File: src/rtl/note_display_scanner_if.sv
// Signal bundle between the note source, the display scanner and the segment decoder.
// note_on is a plain level with no valid/ready handshake; the scanner samples it every clock.
interface note_display_scanner_if;
    logic [2:0] note_in;
    logic       octave_hi;
    logic       note_on;
    logic [3:0] noteKey;
    logic [3:0] an;
    logic [1:0] digit_sel;
    logic [1:0] state_dbg;

    modport master (
        output note_in, octave_hi, note_on,
        input  noteKey, an, digit_sel, state_dbg
    );

    modport slave (
        input  note_in, octave_hi, note_on,
        output noteKey, an, digit_sel, state_dbg
    );
endinterface

File: src/rtl/note_display_scanner.sv
// Latches the played note/octave, holds it for a number of frames after release, and
// scans it onto a 4-digit multiplexed display as <letter> <blank> H I / L O.
module note_display_scanner #(
    parameter int REFRESH_DIV = 100000,
    parameter int HOLD_SCANS  = 250
) (
    input logic                   clk,
    input logic                   rst,
    note_display_scanner_if.slave bus
);

    localparam int CW = (REFRESH_DIV > 2) ? $clog2(REFRESH_DIV) : 1;
    localparam logic [CW-1:0] CNT_MAX    = CW'(REFRESH_DIV - 1);
    localparam logic [16:0]   HOLD_LIMIT = 17'(HOLD_SCANS);

    localparam logic [3:0] CODE_H     = 4'd5;
    localparam logic [3:0] CODE_L     = 4'd6;
    localparam logic [3:0] CODE_BLANK = 4'd7;
    localparam logic [3:0] CODE_I     = 4'd8;
    localparam logic [3:0] CODE_O     = 4'd9;

    typedef enum logic [1:0] {
        IDLE = 2'd0,
        SHOW = 2'd1,
        HOLD = 2'd2
    } state_t;

    state_t        state_q, state_next;
    logic [2:0]    note_q, note_next;
    logic          oct_q, oct_next;
    logic [15:0]   frame_cnt_q, frame_cnt_next;
    logic [CW-1:0] refresh_cnt_q;
    logic [1:0]    digit_sel_q, digit_sel_next;
    logic [3:0]    an_q, an_next;
    logic [3:0]    key_q, key_next;
    logic          tick;
    logic          frame_tick;
    logic          note_valid;

    // An out-of-range note code is indistinguishable from a released key.
    assign note_valid = bus.note_on && (bus.note_in <= 3'd4);

    assign tick           = (refresh_cnt_q == CNT_MAX);
    assign frame_tick     = tick && (digit_sel_q == 2'd3);
    assign digit_sel_next = tick ? digit_sel_q + 2'd1 : digit_sel_q;
    assign an_next        = ~(4'b0001 << digit_sel_next);

    always_comb begin
        state_next     = state_q;
        note_next      = note_q;
        oct_next       = oct_q;
        frame_cnt_next = frame_cnt_q;
        case (state_q)
            IDLE: begin
                if (note_valid) begin
                    note_next  = bus.note_in;
                    oct_next   = bus.octave_hi;
                    state_next = SHOW;
                end
            end
            SHOW: begin
                if (note_valid) begin
                    note_next = bus.note_in;
                    oct_next  = bus.octave_hi;
                end else begin
                    state_next     = HOLD;
                    frame_cnt_next = 16'd0;
                end
            end
            HOLD: begin
                // A new key press wins over hold expiry on the same cycle.
                if (note_valid) begin
                    note_next  = bus.note_in;
                    oct_next   = bus.octave_hi;
                    state_next = SHOW;
                end else if (HOLD_LIMIT == 17'd0) begin
                    state_next = IDLE;
                end else if (frame_tick) begin
                    if (({1'b0, frame_cnt_q} + 17'd1) == HOLD_LIMIT) begin
                        state_next = IDLE;
                    end else begin
                        frame_cnt_next = frame_cnt_q + 16'd1;
                    end
                end
            end
            default: state_next = IDLE;
        endcase
    end

    // Code for the digit that becomes selected on this edge, so anode and code move together.
    always_comb begin
        key_next = CODE_BLANK;
        if (state_q != IDLE) begin
            case (digit_sel_next)
                2'd3:    key_next = {1'b0, note_q};
                2'd2:    key_next = CODE_BLANK;
                2'd1:    key_next = oct_q ? CODE_H : CODE_L;
                default: key_next = oct_q ? CODE_I : CODE_O;
            endcase
        end
    end

    always_ff @(posedge clk) begin
        if (rst) begin
            refresh_cnt_q <= '0;
            digit_sel_q   <= 2'd0;
            an_q          <= 4'b1110;
            key_q         <= CODE_BLANK;
            state_q       <= IDLE;
            note_q        <= 3'd0;
            oct_q         <= 1'b0;
            frame_cnt_q   <= 16'd0;
        end else begin
            refresh_cnt_q <= tick ? '0 : refresh_cnt_q + CW'(1);
            digit_sel_q   <= digit_sel_next;
            an_q          <= an_next;
            key_q         <= key_next;
            state_q       <= state_next;
            note_q        <= note_next;
            oct_q         <= oct_next;
            frame_cnt_q   <= frame_cnt_next;
        end
    end

    assign bus.noteKey   = key_q;
    assign bus.an        = an_q;
    assign bus.digit_sel = digit_sel_q;
    assign bus.state_dbg = state_q;

endmodule

File: src/flat_wrapper.sv
// flat-port wrapper written by rule: the top's interface ports become plain ports
module note_display_scanner_flat 
#(
    parameter int REFRESH_DIV = 100000,
    parameter int HOLD_SCANS  = 250
)
  (clk, rst, bus_note_in, bus_octave_hi, bus_note_on, bus_noteKey, bus_an, bus_digit_sel, bus_state_dbg);
  note_display_scanner_if bus_i ();
  input logic clk;
  input logic rst;
  input wire logic [$bits(bus_i.note_in)-1:0] bus_note_in;
  input wire logic [$bits(bus_i.octave_hi)-1:0] bus_octave_hi;
  input wire logic [$bits(bus_i.note_on)-1:0] bus_note_on;
  output wire logic [$bits(bus_i.noteKey)-1:0] bus_noteKey;
  output wire logic [$bits(bus_i.an)-1:0] bus_an;
  output wire logic [$bits(bus_i.digit_sel)-1:0] bus_digit_sel;
  output wire logic [$bits(bus_i.state_dbg)-1:0] bus_state_dbg;
  assign bus_i.note_in = bus_note_in;
  assign bus_i.octave_hi = bus_octave_hi;
  assign bus_i.note_on = bus_note_on;
  assign bus_noteKey = bus_i.noteKey;
  assign bus_an = bus_i.an;
  assign bus_digit_sel = bus_i.digit_sel;
  assign bus_state_dbg = bus_i.state_dbg;
  note_display_scanner #(.REFRESH_DIV(REFRESH_DIV), .HOLD_SCANS(HOLD_SCANS)) u_core (.clk(clk), .rst(rst), .bus(bus_i));
endmodule
File: config.mk
export PLATFORM = sky130hd
export DESIGN_NAME = note_display_scanner_flat
export DESIGN_NICKNAME = d
export VERILOG_FILES = /design/src/rtl/note_display_scanner_if.sv /design/src/rtl/note_display_scanner.sv /design/src/flat_wrapper.sv
export SDC_FILE = /design/constraint.sdc
export NUM_CORES = 1
export LEC_CHECK = 0
export ABC_AREA = 1
export BUFFER_PORTS_ARGS = -buffer_cell sky130_fd_sc_hd__buf_2
export CORE_ASPECT_RATIO = 1.75
export CORE_UTILIZATION = 40
export DETAILED_ROUTE_END_ITERATION = 8
export GPL_ROUTABILITY_DRIVEN = 0
export SLEW_MARGIN = 20
export SYNTH_ARGS = -nofsm -noshare
export SYNTH_HDL_FRONTEND = slang
export SYNTH_SLANG_ARGS = --single-unit
File: constraint.sdc
create_clock -name clk -period 2 [get_ports clk]
set_input_delay 0.1 -clock clk [delete_from_list [all_inputs] [get_ports clk]]
set_output_delay 0.1 -clock clk [all_outputs]
set_load 0.1 [all_outputs]
### Word level (Yosys, flattened, before mapping)

Index checks and enable logic that the tools add are counted.

| operators by class | value |
|---|---|
| add/subtract/negate cells | 4 |
| $mul | 0 |
| div/mod/pow operators | 0 |
| $lt $le $gt $ge | 1 |
| equal/unequal tests | 15 |
| shift-type cells | 1 |
| multiplexer cells | 15 |
| bitwise operators | 2 |
| reductions and logical operators | 11 |

Operators by type and width:

| cell | count |
|---|---|
| $mux 16 | 4 |
| $pmux 16 s2 | 1 |
| $add 16x1->17 const B | 1 |
| $add 17x1->17 const B | 1 |
| $eq 17x17->1 const B | 1 |
| $eq 17x8->1 const B | 1 |
| $add 16x1->16 const B | 1 |
| $mux 2 | 7 |
| $pmux 4 s3 | 1 |
| $eq 2x2->1 const B | 4 |
| $ne 2x2->1 const B | 3 |
| $ne 3x1->1 const B | 2 |
| $pmux 2 s3 | 1 |
| $reduce_and 5->1 | 1 |
| $eq 2x1->1 const B | 2 |
| $ne 2x1->1 const B | 2 |
| $not 4->4 | 1 |
| $reduce_and 4->1 | 1 |
| $reduce_bool 2->1 | 2 |
| $reduce_or 2->1 | 2 |
| $shl 1x2->4 const A | 1 |
| $le 3x3->1 const B | 1 |
| $reduce_or 3->1 | 1 |
| $add 2x1->2 const B | 1 |
| other kinds (5) | 6 |

| word-level totals | value |
|---|---|
| flip-flop bits (word level) | 49 |
| bits in latches | 0 |
| bits in writable memories | 0 |
| bits in read-only memories | 0 |
| bits of input ports | 7 |
| output and inout port bits | 12 |
| logic and storage cells | 57 |
| memories | 0 |

### Logic depth before layout (Yosys ltp)

| depth | value |
|---|---|
| depth after elaboration | 6 |
| depth in mapped cells | 15 |
| depth with buffers taken out | 15 |

### Least setup slack after synthesis

No wires, ideal clock.

| path | value |
|---|---|
| kind | register -> register |
| start | reg u_core.state_q[0], in the netlist u_core.bus.state_dbg[0] |
| end | reg u_core.frame_cnt_q[10] |
| library setup time | 0.068 ns |
| arrival | 2.602 ns |
| required time | 1.932 ns |
| path slack | -0.670 ns |
| stages on the path, launching flop included | 10 |
| path buffers | 1 |
| clock period less this slack | 2.670 ns |
| cells stage by stage | dfxtp_1 > inv_1 > ha_1 > clkinv_1 > nor2_1 > nand3b_1 > a21oi_1 > clkbuf_1 > nand3_1 > a21oi_2 |

| between the ends | value |
|---|---|
| cells in the longest elaborated chain, start to end | 3 |
| elaborated cells on any way between the ends | 9 |
| those cells by class | 6 x eq/ne; 1 x mux; 2 x reduce/logical |

RTL lines:

| element | RTL line | RTL |
|---|---|---|
| start: declaration | note_display_scanner.sv:28 | `state_t state_q, state_next;` |
| start signal: assignment | note_display_scanner.sv:118 | `state_q <= state_next;` |
| $eq 2x2->1 or $eq 2x1->1 (tied branches) | note_display_scanner.sv:53 | `case (state_q)` |
| $ne 2x1->1 (no source line) (tied with other cells) | - |  |
| $reduce_and 5->1 (no source line) | - |  |
| end signal: assignment | note_display_scanner.sv:121 | `frame_cnt_q <= frame_cnt_next;` |
| end: declaration | note_display_scanner.sv:31 | `logic [15:0] frame_cnt_q, frame_cnt_next;` |

Parallel ways exist; a longest one is shown, timed or not.
A chain may end at the register's enable or synchronous reset.

### Final worst setup path

| path | value |
|---|---|
| start | reg u_core.frame_cnt_q[0] |
| end | reg u_core.frame_cnt_q[4] |

| between the ends | value |
|---|---|
| cells in the longest elaborated chain, start to end | 5 |
| elaborated cells on any way between the ends | 9 |
| those cells by class | 2 x add/sub; 2 x eq/ne; 4 x mux; 1 x reduce/logical |

RTL lines:

| element |
|---|
| parallel branches: the longest is 5 deep, another holds $add 16x1->17 |

Several ways; the timed one is not identified. The select of a mux whose other input is x is not followed.

==> results.json <==
{
  "diodes": 0,
  "core-area_um2": 6540,
  "pre_cts_ws_ns": -0.183,
  "syn_avg_cell_area_um2": 7.07,
  "routed_wl_um": 8580,
  "dieArea_um2": 7100,
  "failed_checks": "setup timing",
  "final.setup.worst_slack_ns": -0.0939,
  "h-tree-depth": 2,
  "r2r-start": "u_core.frame_cnt_q[0]",
  "io_buffers": 18,
  "syn_nets": 402,
  "relSlewSlack_pct": 67.4,
  "fin_nets": 491,
  "antenna_found_initial": 0,
  "cts_buffer_depth": 2,
  "grt_first_pass_wirelength_um": 13500,
  "vias": 2967,
  "holdCritStartpoint": "bus_note_in[1]",
  "die_w_um": 64.1,
  "rsz0062_at_grt": "yes",
  "core.rowCount": 39,
  "synth_area_leader_cell": "dfxtp_1",
  "fmax_mhz": 478,
  "io_pins": 19,
  "cts_hold_buf": 0,
  "cp-end-kind": "register",
  "synth_edf_count": 0,
  "crit_arrival_ns": 2.27,
  "ant_nets": 0,
  "grt.total_usage_pct": 24.2,
  "cp_max_fo": 8,
  "power_mw": 4.93,
  "fp.dieH_um": 111,
  "synthFlopType": "dfxtp_1",
  "fin_crit_ns": 2.09,
  "dpl_cell_area_um2": 3240,
  "drt_iter0_drc": 232,
  "crit_start": "u_core.frame_cnt_q[0]",
  "synth_top_area_share_pct": 36.3,
  "fin_skew_ns": 0.00411,
  "routedWlPerCell_um": 15.5,
  "drv_slew": 0,
  "detailedPlacementHpwl_um": 5430,
  "hold_viol": 0,
  "worst_pin_slew_ns": 0.493,
  "drive_gt1_share_pct": 44.3,
  "grt_max_degree": 15,
  "leakage_nw": 1.66,
  "fin_crit_sh_pct": 105,
  "yosysWarnings": 0,
  "clkSlewWorstSetupHoldPaths_ns": 0.07,
  "crit_required_ns": 2.18,
  "drc_errors": 0,
  "synthCells": 382,
  "start_util_pct": 41.3,
  "ir_drop_uv": 618,
  "synth_cell_types": 35,
  "powerDensity_nw_per_um2": 1210,
  "setup_viol": 17,
  "status": "finished with violations",
  "cts_tree": "yes",
  "synth_area_um2": 2700,
  "grt-ovfl-total": 0,
  "hold_slack_ns": 0.0895,
  "criticalPathCategory": "register to register",
  "insertion_delay_ns": 0.29,
  "min_path_type": "primary input to register",
  "synth_area_leaders": "dfxtp_1, nand2_1, nor2_1",
  "syn_to_final_growth_pct": 51.5,
  "vias_per_cell": 5.36,
  "seq_area_frac_synth_pct": 36.3,
  "crit_path_start_kind": "register",
  "cap_violations": 0,
  "ys_ff_latch": 49,
  "grt_pass1_vias": 3052,
  "clkSinkCount": 49,
  "async_flop_share_pct": 0,
  "final_design_area_no_fill_um2": 4090,
  "cts_made_buffers": 5,
  "dr.pass1.iters": 4,
  "root_buffer": "clkbuf_16"
}
-- stage by stage --
step	TNS, ns	cells	utilization, %
6_report	-0.950	554	62.6
5_1_grt	-3.05	554	62.6
4_1_cts	-0.00406	547	58.4
3_5_place_dp	-2.85	524	49.6
3_3_place_gp	-2.03	524	49.6
2_1_floorplan	0	382	-
-- state kept, by name, indices dropped and copies added, names as in the netlist --
| register | count |
|---|---|
| u_core.bus.digit_sel | 2 |
| u_core.bus.an | 4 |
| u_core.frame_cnt_q | 16 |
| u_core.bus.noteKey | 4 |
| u_core.refresh_cnt_q | 17 |
| u_core.oct_q | 1 |
| u_core.bus.state_dbg | 2 |
| u_core.note_q | 3 |
-- cell usage after synthesis (2+ instances only) --
master	count
xnor2_1	2
nor2_2	7
xor2_1	5
a21oi_2	2
buf_6	2
ha_1	13
nor2_4	2
o21ai_0	13
a22oi_1	2
a21oi_1	34
nand3b_1	2
nor2_1	56
inv_1	44
o21ai_1	5
clkbuf_1	4
nor3_2	9
nor3_1	6
nor3b_1	2
nand2_1	71
nand2_2	2
dfxtp_1	49
nand4_1	17
nand3_1	21
-- area by class of cell --
cell class	count	area, µm²
flip-flops and latches	49	1020
fillers	550	2450
multi-input cells	280	1930
inverters	46	175
clock buffers	7	143
well taps	82	103
repair buffers	89	688
clock inverters	1	30.0
-- cells in the final DEF, fill, tap and decap left out, types with 9 or more instances in the layout --
master,n
buf_4,63
nand2_1,57
nor2_1,42
inv_1,40
dfxtp_1,35
buf_2,18
nand4_1,17
nand3_1,15
nor2_2,14
a21oi_1,14
a21oi_2,14
nand2_2,13
nor3_2,10
o21ai_0,10
nor2_4,9
-- path summary, 6_finish.rpt --
kind,end,slack (ns),depth (start not counted)
max reg2reg,u_core.frame_cnt_q[4],-0.09,13
max,u_core.frame_cnt_q[4],-0.09,13
min reg2reg,u_core.note_q[1],0.47,2
min,u_core.note_q[1],0.09,3
-- logic make-up after synthesis --
family,count (synthesis),synth area share (%)
AND/OR/NAND/NOR,200,35.4
AO/OA/AOI/OAI,59,11.7
buffers and inverters,54,8.25
flip-flops,49,36.3
adder cells (fa/ha/maj),13,6.02
XOR/XNOR,7,2.27
-- timing repair --
action                                  in CTS  in global routing
resized for setup                           71                 53
buffers inserted                            13                  7
pin swaps                                   21                 30
endpoints found under the setup margin      23                 26
gates cloned                                 2                  0
-- metal layers --
metal	GRT usage, %	up-vias	part of all wire, %
met5	0	-	0
met4	15.9	0	4.6
met3	3.19	32	4.1
met2	47.9	96	58
met1	21.6	1407	33
li1	-	1432	-
-- where the power goes --
| part | leakage (nW) | switching (mW) | total (mW) | internal (mW) |
|---|---|---|---|---|
| Sequential | 0.408 | 0.154 | 1.30 | 1.15 |
| Clock | 0.0841 | 0.371 | 0.996 | 0.625 |
| Combinational | 1.17 | 1.58 | 2.63 | 1.05 |
-- worst max-delay path, stage by stage (launching register included) --
cell,delay (ns)
dfxtp_4,0.37
ha_4,0.16
nand2_4,0.06
nor2_4,0.17
nand2_2,0.11
nand2_2,0.09
nand3_2,0.08
nor2_2,0.12
nand2_2,0.08
nor2_4,0.13
nand3_4,0.19
buf_12,0.22
a21oi_2,0.14
nor3_2,0.05
Power figures use the tool's default switching activity.
